[src/rtl/pwm_pkg.sv]
// Shared types and shadow-register address offsets for the multi-channel PWM.
// Latency: n/a (types and constants only).
// Backpressure: n/a.
package pwm_pkg;

    // Counter shape: sawtooth or up/down triangle
    typedef enum logic {
        EDGE   = 1'b0,
        CENTER = 1'b1
    } mode_e;

    // Shadow addresses above the per-channel compare block, as offsets from N_CH
    localparam int ADDR_ARR  = 0;
    localparam int ADDR_MODE = 1;
    localparam int ADDR_DT   = 2;

    // Width of the shadow address bus for a given channel count
    function automatic int addr_width(input int n_ch);
        return $clog2(n_ch + 3);
    endfunction

endpackage

[src/rtl/pwm_multi_if.sv]
// Shadow-register write port and update request for pwm_multi.
// Latency: writes land in shadow on the clock edge that samples wr_en.
// Backpressure: none; every write and request is accepted.
interface pwm_multi_if #(
    parameter int N_CH  = 4,
    parameter int WIDTH = 16
);
    localparam int ADDR_W = pwm_pkg::addr_width(N_CH);

    logic              wr_en;
    logic [ADDR_W-1:0] wr_addr;
    logic [WIDTH-1:0]  wr_data;
    logic              upd_req;

    modport master (output wr_en, output wr_addr, output wr_data, output upd_req);
    modport slave  (input  wr_en, input  wr_addr, input  wr_data, input  upd_req);

endinterface

[src/rtl/pwm_deadtime.sv]
// Splits one PWM level into a dead-time separated complementary pair.
// Latency: 1 cycle for falling edges; rising edges delayed by dt extra cycles.
// Backpressure: none; pulses shorter than dt never reach either output.
module pwm_deadtime #(
    parameter int DT_W = 8
) (
    input  logic            clk,
    input  logic            rst,
    input  logic            level,
    input  logic [DT_W-1:0] dt,
    output logic            pwm,
    output logic            pwm_n
);

    logic            lvl_q;
    logic [DT_W-1:0] run;
    logic [DT_W-1:0] run_nxt;
    logic            settled;

    // Cycles the level has been stable, saturating so long plateaus stay settled
    always_comb begin
        run_nxt = run;
        if (level != lvl_q) begin
            run_nxt = '0;
        end else if (run != '1) begin
            run_nxt = run + DT_W'(1);
        end
        settled = (run_nxt >= dt);
    end

    // A side may only turn on once the level has held for dt cycles
    always_ff @(posedge clk) begin
        if (rst) begin
            lvl_q <= 1'b0;
            run   <= '1;
            pwm   <= 1'b0;
            pwm_n <= 1'b0;
        end else begin
            lvl_q <= level;
            run   <= run_nxt;
            pwm   <= level & settled;
            pwm_n <= ~level & settled;
        end
    end

endmodule

[src/rtl/pwm_multi.sv]
// N_CH-channel PWM with shared counter, shadowed compare/period/mode, optional dead-time (PWM_DEADTIME_EN).
// Latency: pwm_o and period_o registered, one cycle after the counter value they reflect.
// Backpressure: none; shadow writes and update requests are always accepted.
module pwm_multi
    import pwm_pkg::*;
#(
    parameter int N_CH  = 4,
    parameter int WIDTH = 16,
    parameter int DT_W  = 8
) (
    input  logic            clk,
    input  logic            rst,
    input  logic            en,
    pwm_multi_if.slave      bus,
    input  logic [N_CH-1:0] pol,
    output logic [N_CH-1:0] pwm_o,
    output logic            period_o,
    output logic            upd_pend_o
`ifdef PWM_DEADTIME_EN
    ,
    output logic [N_CH-1:0] pwm_n_o
`endif
);

    localparam int ADDR_W = addr_width(N_CH);
    localparam logic [ADDR_W-1:0] A_ARR  = ADDR_W'(N_CH + ADDR_ARR);
    localparam logic [ADDR_W-1:0] A_MODE = ADDR_W'(N_CH + ADDR_MODE);
`ifdef PWM_DEADTIME_EN
    localparam logic [ADDR_W-1:0] A_DT   = ADDR_W'(N_CH + ADDR_DT);
`endif

    // Shadow copies (software side) and active copies (counter side)
    logic [WIDTH-1:0] sh_cmp [N_CH];
    logic [WIDTH-1:0] sh_arr;
    mode_e            sh_mode;
    logic [WIDTH-1:0] cmp [N_CH];
    logic [WIDTH-1:0] arr;
    mode_e            mode;
`ifdef PWM_DEADTIME_EN
    logic [DT_W-1:0]  sh_dt;
    logic [DT_W-1:0]  dt;
`endif

    logic [WIDTH-1:0] cnt;
    logic [WIDTH-1:0] cnt_nxt;
    logic             dir_down;
    logic             dn_nxt;
    logic             pend;
    logic             evt;
    logic             xfer;
    logic [N_CH-1:0]  raw;
    logic [N_CH-1:0]  lvl;

    // Shadow register file; a write in a transfer cycle still lands here only
    always_ff @(posedge clk) begin
        if (rst) begin
            for (int i = 0; i < N_CH; i++) sh_cmp[i] <= '0;
            sh_arr  <= '1;
            sh_mode <= EDGE;
`ifdef PWM_DEADTIME_EN
            sh_dt   <= '0;
`endif
        end else if (bus.wr_en) begin
            for (int i = 0; i < N_CH; i++) begin
                if (bus.wr_addr == ADDR_W'(i)) sh_cmp[i] <= bus.wr_data;
            end
            if (bus.wr_addr == A_ARR)  sh_arr  <= bus.wr_data;
            if (bus.wr_addr == A_MODE) sh_mode <= mode_e'(bus.wr_data[0]);
`ifdef PWM_DEADTIME_EN
            // dead-time is the low DT_W bits of the data word (DT_W <= WIDTH)
            if (bus.wr_addr == A_DT)   sh_dt   <= bus.wr_data[DT_W-1:0];
`endif
        end
    end

    // Period event marks the last cycle of a period; a transfer rides on it
    always_comb begin
        evt = 1'b0;
        if (en) begin
            if (arr == '0)        evt = 1'b1;
            else if (mode == EDGE) evt = (cnt == arr);
            else                   evt = dir_down && (cnt == '0);
        end
        // a request arriving in the event cycle is honoured in that same event
        xfer = evt && (pend || bus.upd_req);
    end

    // Active registers reload from shadow only at a period event
    always_ff @(posedge clk) begin
        if (rst) begin
            for (int i = 0; i < N_CH; i++) cmp[i] <= '0;
            arr  <= '1;
            mode <= EDGE;
`ifdef PWM_DEADTIME_EN
            dt   <= '0;
`endif
        end else if (xfer) begin
            for (int i = 0; i < N_CH; i++) cmp[i] <= sh_cmp[i];
            arr  <= sh_arr;
            mode <= sh_mode;
`ifdef PWM_DEADTIME_EN
            dt   <= sh_dt;
`endif
        end
    end

    // Next counter value; after a transfer the new period/mode shape it
    always_comb begin
        cnt_nxt = cnt;
        dn_nxt  = dir_down;
        if (!en) begin
            cnt_nxt = '0;
            dn_nxt  = 1'b0;
        end else if (xfer) begin
            // mode switch or edge wrap restarts at 0; center continues up from 1
            dn_nxt = 1'b0;
            if (sh_mode != mode || sh_mode == EDGE || sh_arr == '0) cnt_nxt = '0;
            else                                                    cnt_nxt = WIDTH'(1);
        end else if (arr == '0) begin
            cnt_nxt = '0;
            dn_nxt  = 1'b0;
        end else if (mode == EDGE) begin
            cnt_nxt = (cnt == arr) ? '0 : cnt + WIDTH'(1);
            dn_nxt  = 1'b0;
        end else if (!dir_down) begin
            // ARR is visited once, then the count turns down
            if (cnt == arr) begin
                cnt_nxt = cnt - WIDTH'(1);
                dn_nxt  = 1'b1;
            end else begin
                cnt_nxt = cnt + WIDTH'(1);
            end
        end else begin
            // 0 is visited once, then the count turns up
            if (cnt == '0) begin
                cnt_nxt = WIDTH'(1);
                dn_nxt  = 1'b0;
            end else begin
                cnt_nxt = cnt - WIDTH'(1);
            end
        end
    end

    // Counter and direction state
    always_ff @(posedge clk) begin
        if (rst) begin
            cnt      <= '0;
            dir_down <= 1'b0;
        end else begin
            cnt      <= cnt_nxt;
            dir_down <= dn_nxt;
        end
    end

    // Pending flag: set by request, cleared by the transfer it waits for
    always_ff @(posedge clk) begin
        if (rst)               pend <= 1'b0;
        else if (xfer)         pend <= 1'b0;
        else if (bus.upd_req)  pend <= 1'b1;
    end

    assign upd_pend_o = pend;

    // Raw compare level per channel, forced low while stopped, then polarity
    always_comb begin
        raw = '0;
        for (int i = 0; i < N_CH; i++) raw[i] = en && (cnt < cmp[i]);
        lvl = raw ^ pol;
    end

    // Period pulse aligned with the registered channel outputs
    always_ff @(posedge clk) begin
        if (rst) period_o <= 1'b0;
        else     period_o <= evt;
    end

`ifdef PWM_DEADTIME_EN
    for (genvar g = 0; g < N_CH; g++) begin : g_dt
        pwm_deadtime #(.DT_W(DT_W)) u_dt (
            .clk   (clk),
            .rst   (rst),
            .level (lvl[g]),
            .dt    (dt),
            .pwm   (pwm_o[g]),
            .pwm_n (pwm_n_o[g])
        );
    end
`else
    // Registered channel outputs
    always_ff @(posedge clk) begin
        if (rst) pwm_o <= '0;
        else     pwm_o <= lvl;
    end
`endif

endmodule

[src/flat_wrapper.sv]
// flat-port wrapper written by rule: the top's interface ports become plain ports
module pwm_multi_flat import pwm_pkg::*;
#(
    parameter int N_CH  = 4,
    parameter int WIDTH = 16,
    parameter int DT_W  = 8
)
  (clk, rst, en, pol, pwm_o, period_o, upd_pend_o, bus_wr_en, bus_wr_addr, bus_wr_data, bus_upd_req);
  pwm_multi_if #(.N_CH(N_CH), .WIDTH(WIDTH)) bus_i ();
  input  logic clk;
  input  logic rst;
  input  logic en;
  input  logic [N_CH-1:0] pol;
  output logic [N_CH-1:0] pwm_o;
  output logic period_o;
  output logic upd_pend_o;
  input wire logic [$bits(bus_i.wr_en)-1:0] bus_wr_en;
  input wire logic [$bits(bus_i.wr_addr)-1:0] bus_wr_addr;
  input wire logic [$bits(bus_i.wr_data)-1:0] bus_wr_data;
  input wire logic [$bits(bus_i.upd_req)-1:0] bus_upd_req;
  assign bus_i.wr_en = bus_wr_en;
  assign bus_i.wr_addr = bus_wr_addr;
  assign bus_i.wr_data = bus_wr_data;
  assign bus_i.upd_req = bus_upd_req;
  pwm_multi #(.N_CH(N_CH), .WIDTH(WIDTH), .DT_W(DT_W)) u_core (.clk(clk), .rst(rst), .en(en), .bus(bus_i), .pol(pol), .pwm_o(pwm_o), .period_o(period_o), .upd_pend_o(upd_pend_o));
endmodule
[config.mk]
export PLATFORM = sky130hd
export DESIGN_NAME = pwm_multi_flat
export DESIGN_NICKNAME = d
export VERILOG_FILES = /design/src/rtl/pwm_pkg.sv /design/src/rtl/pwm_multi_if.sv /design/src/rtl/pwm_deadtime.sv /design/src/rtl/pwm_multi.sv /design/src/flat_wrapper.sv
export SDC_FILE = /design/constraint.sdc
export NUM_CORES = 1
export LEC_CHECK = 0
export ABC_CLOCK_PERIOD_IN_PS = 4100
export CAP_MARGIN = 10
export CELL_PAD_IN_SITES_DETAIL_PLACEMENT = 0
export CELL_PAD_IN_SITES_GLOBAL_PLACEMENT = 1
export CORE_ASPECT_RATIO = 2
export CORE_MARGIN = 10
export CORE_UTILIZATION = 50
export DETAILED_ROUTE_END_ITERATION = 7
export MAX_ROUTING_LAYER = met4
export PLACE_DENSITY_LB_ADDON = 0.3
export SYNTH_ARGS = -nofsm -noshare
export SYNTH_HDL_FRONTEND = slang
export SYNTH_HIERARCHICAL = 1
export SYNTH_SLANG_ARGS = --single-unit
[constraint.sdc]
create_clock -name clk -period 4.1 [get_ports clk]
set_input_delay 0.615 -clock clk [delete_from_list [all_inputs] [get_ports clk]]
set_output_delay 0.615 -clock clk [all_outputs]
set_load 0.005 [all_outputs]
Word-level counts from Yosys, hierarchy flattened
Memory sizes are Yosys's and may differ from the RTL's.
Index checks and enable logic that the tools add are counted.
- bits in registers: 57
- bits in latches: 0
- bits in writable memories: 128
- bits in read-only memories: 0
- input bits: 28
- logic and storage cells: 97
- memories kept: 2
- memories (memory ; depth ; width ; rd ports ; clocked after Yosys merged registers in ; wr ports ; RTL line ; source):
    u_core.cmp ; 4 ; 16 ; 4 ; 0 ; 4 ; pwm_multi.sv:36 ; logic [WIDTH-1:0] cmp [N_CH];
    u_core.sh_cmp ; 4 ; 16 ; 4 ; 0 ; 4 ; pwm_multi.sv:33 ; logic [WIDTH-1:0] sh_cmp [N_CH];
- add/subtract/negate cells: 2
- multiply operators: 0
- div/mod/pow operators: 0
- magnitude comparators: 4
- equality and inequality tests: 7
- shift operators: 0
- muxes and demuxes: 43
- bitwise operators: 12
- reductions and logical operators: 18
- operators by type and width (operator ; number):
    16-bit two-way mux ; 15
    16-bit < comparator ; 4
    16-bit zero test ; 3
    1-bit two-way mux ; 28
    16-bit by 1-bit adder with 16-bit output (second input constant) ; 1
    16-bit == test ; 1
    16-bit by 1-bit subtractor with 16-bit output (second input constant) ; 1
    1-bit OR ; 8
    3-bit by 2-bit == test with 1-bit output (second input constant) ; 2
    3-bit == test (second input constant) ; 2
    1-bit logical AND ; 6
    5-bit OR reduction ; 1
    2-bit AND reduction ; 2
    2-bit OR reduction ; 2
    4-bit bitwise XOR ; 1
    3-bit by 1-bit == test with 1-bit output (second input constant) ; 1
    3-bit zero test ; 1
    1-bit logical OR ; 3
    1-bit NOT ; 3
    1-bit inequality test ; 1

Depth between registers and ports, before layout
- word-level depth: 10
- mapped depth: 11
- depth with buffers taken out: 8

Worst setup path before layout
Ideal clock, no wire load.
- kind: register to register
- start point: register u_core.cnt[0]
- end point: memory u_core.cmp[0][0] (enable)
- library setup time: 0.394 ns
- arrival: 2.668 ns
- slack: 1.038 ns
- cell stages (with the launch flop): 11
- buffers on the path: 3
- period minus slack after synthesis: 3.062 ns
- cells stage by stage: dfxtp_1 clkbuf_1 inv_1 ha_1 nor4b_1 nand2_1 o32ai_1 a21o_4 buf_4 buf_6 or2_2
- RTL lines (item ; RTL line ; source):
    from (decl) ; pwm_multi.sv:44 ; logic [WIDTH-1:0] cnt;
    from (signal assigned) ; pwm_multi.sv:150 ; cnt <= cnt_nxt;
    to (decl) ; pwm_multi.sv:36 ;

==> results.toml <==
[logic_synthesis]
seq_area_frac_synth_pct = 52.8
synth-async-reset-ratio_pct = 0
synth_cell_types = 60
syn_area_um2 = 9440
avgSynthCellArea_um2 = 11.1
yosysTopAreaCell = "edfxtp_1"
synth-seq-cells = 185
synth_nets = 944
synth_warnings = 6
syn_inst = 853
synth_area_leaders = "edfxtp_1 (41%), dfxtp_1 (12%), and2_1 (8.5%)"
synth_top_area_share_pct = 40.7
synth_edf_count = 128
synth_ff_type = "edfxtp_1"
synth.most_common_cell = "and2_1"
synth_common_cells = "and2_1 (129), edfxtp_1 (128), inv_1 (72)"

[sta]
rsz0062_at_grt = "no"
worst_pin_slew_ns = 0.990
slew_headroom_pct = 33.9
final.setup.worst_slack_ns = 1.20
setup_violations = 0
fmax_mhz = 344
fin_setup_tns_ns = 0
drv_slew = 0
hold_viol = 0
min_period_over_period_pct = 70.8
finClkSkew_ns = 0.00767
period_minus_slack_ns = 2.90

[detailed_routing]
drc = 0
via_count = 6342
drt_wl_total_um = 21800
drtPass1Iterations = 5
postRouteAntennaNets = 0
wl_per_cell_um = 19.0
drt_iter0_markers = 422
avgViaCountPerCell = 5.52

[final_layout]
final_util_pct = 56.2
num_antenna_cells = 0
drive_gt1_share_pct = 6.60
area_growth_pct = 11.5
final_net_count = 972

[die]
die_y_um = 214
row_count = 71
coreArea_um2 = 18700
dieArea_um2 = 25100
io_pins = 34
start_util_pct = 50.4
die_width_um = 117

[min_path]
whs_endpoint = "u_core/arr[13]"
min_from = "u_core/sh_arr[13]"
hold_class = "register to register"
hold_path_depth = 1

[worst_setup_path]
cp_max_fo = 64
cp_data_required_time_ns = 4.39
r2r-start = "u_core/cnt[1]"
crit_arrival_ns = 3.19
rrSetupSlack_ns = 1.20
r2r_end = "u_core/cmp[0][12]"
endpoint_kind = "register"
critPathLaunchType = "register"
r2r_cells = 9
path_class = "register to register"

[power]
swShare_pct = 23.6
total_power_uw = 3860
power_switching_uw = 911
peakVddDrop_v = 0.000277
clkPwrFrac_pct = 39.5
internal_power_uw = 2950
power.density_nw_per_um2 = 367
power_frac_seq_pct = 54.2
p_leak_uw = 0.00411
power.share.combinational_pct = 6.3

[placement]
place_worst_setup_slack_ns = 0.982
place_congestion = 1.00
io_buffers = 33
dpl.hpwl_um = 16600

[clocking]
root_buffer = "clkbuf_16"
clkTransAtPathRegs_ns = 0.07
cts.sinks = 185
cts_tree = "built"
numCtsBuffers = 17
max-clock-path-buffers = 2
clk_latency_ns = 0.42
cts_resized = 0
hold_buffers = 0
cts_setup_buffers = 0
htree_levels = 4

[global_routing]
antenna_found_initial = 0
grt_usage_pct = 18.6
grt-ovfl-total = 0
grt_pass1_vias = 6537
grt_max_degree = 65
grt_pass1_wl_um = 35000

[run_status]
outcome = "complete, no violations"

[run]
drv_cap = 0
[layout by cell type (no fill, tap or decap), types with 8 or more instances in the layout]
| master | instances |
|---|---|
| inv_1 | 72 |
| buf_4 | 13 |
| nand2_1 | 25 |
| dfxtp_1 | 57 |
| o21ai_0 | 17 |
| and3_1 | 12 |
| nand3_1 | 14 |
| edfxtp_1 | 128 |
| nor3_1 | 20 |
| nor2_1 | 29 |
| a21o_1 | 8 |
| a21oi_1 | 28 |
| nand2b_1 | 12 |
| and2_1 | 129 |
| clkdlybuf4s50_1 | 32 |
| ha_1 | 63 |
| clkbuf_16 | 17 |
| a211oi_1 | 8 |
| a211o_1 | 33 |
| nor2b_1 | 41 |
| nand4_1 | 13 |
| nor4_1 | 14 |
| xnor2_1 | 16 |
[kinds of logic (layout without fill, tap and decap cells)]
| kind of cell | after synthesis | after routing | share of synthesized area (%) |
|---|---|---|---|
| simple gates | 327 | 327 | 20.2 |
| mux | 4 | 4 | 0.437 |
| buf+inv | 111 | 152 | 5.26 |
| compound gates | 147 | 147 | 11.4 |
| fa+ha+maj | 63 | 63 | 8.35 |
| flops | 185 | 185 | 52.8 |
| xor+xnor | 16 | 16 | 1.48 |
[worst max-delay path, stage by stage (launching register included)]
cell	delay [ns]
dfxtp_1	0.43
inv_1	0.20
ha_1	0.17
nor4b_1	0.36
nand2_1	0.10
o32ai_1	0.34
a21o_4	0.34
and2b_1	0.20
buf_4	0.38
and2_1	0.21
[sequential cells by signal (all words and copies together) (netlist names), 4 cells and up]
register and count:
u_core/sh_arr 16, u_core/pwm_o 4, u_core/cnt 16, u_core/arr 16, u_core/sh_cmp 64, u_core/cmp 64
[layer usage]
metal	share of wire (%)	track usage (%)
met5	0	-
met4	5.6	11.1
met3	3.0	3.19
met2	53	31.3
met1	39	19.5
[per-stage QoR]
step / instances / hold WS [ns] / instance area, um^2
6_report: 1149 / 0.514 / 10500
2_1_floorplan: 853 / 0.451 / 9440
5_1_grt: 1149 / 0.528 / 10500
3_5_place_dp: 1116 / 0.489 / 9980
3_3_place_gp: 1116 / 0.483 / 9980
4_1_cts: 1148 / 0.506 / 10500
[power groups by stage]
stage	registers (uW)	logic, uW	clock network, uW
final	2090	244	1530
after global routing	2100	272	1640
after global placement	2130	237	0
after detailed placement	2140	245	0
after CTS	2090	246	1560
after floorplan	2120	137	0
[worst max path at each step]
| stage | slack (ns) | to | cells past startpoint | startpoint |
|---|---|---|---|---|
| detailed placement | 0.98 | u_core/cnt[15] | 7 | en |
| finish | 1.20 | u_core/cmp[0][12] | 9 | u_core/cnt[1] |
| global placement | 1.10 | u_core/cnt[15] | 7 | en |
| global route | 0.95 | u_core/cmp[0][12] | 9 | u_core/cnt[1] |
| CTS | 1.18 | u_core/cmp[0][12] | 9 | u_core/cnt[1] |
| floorplan | 1.04 | u_core/cmp[0][0] | 10 | u_core/cnt[0] |
[area by class of cell]
cell class | count | area, um^2
inverter | 72 | 270
fill | 1621 | 8210
multi-input combinational | 557 | 3970
tap | 255 | 319
clock inverter | 14 | 116
clock buffer | 18 | 429
timing repair buffer | 48 | 448
sequential | 185 | 4980
(Power assumes the default switching activity.)
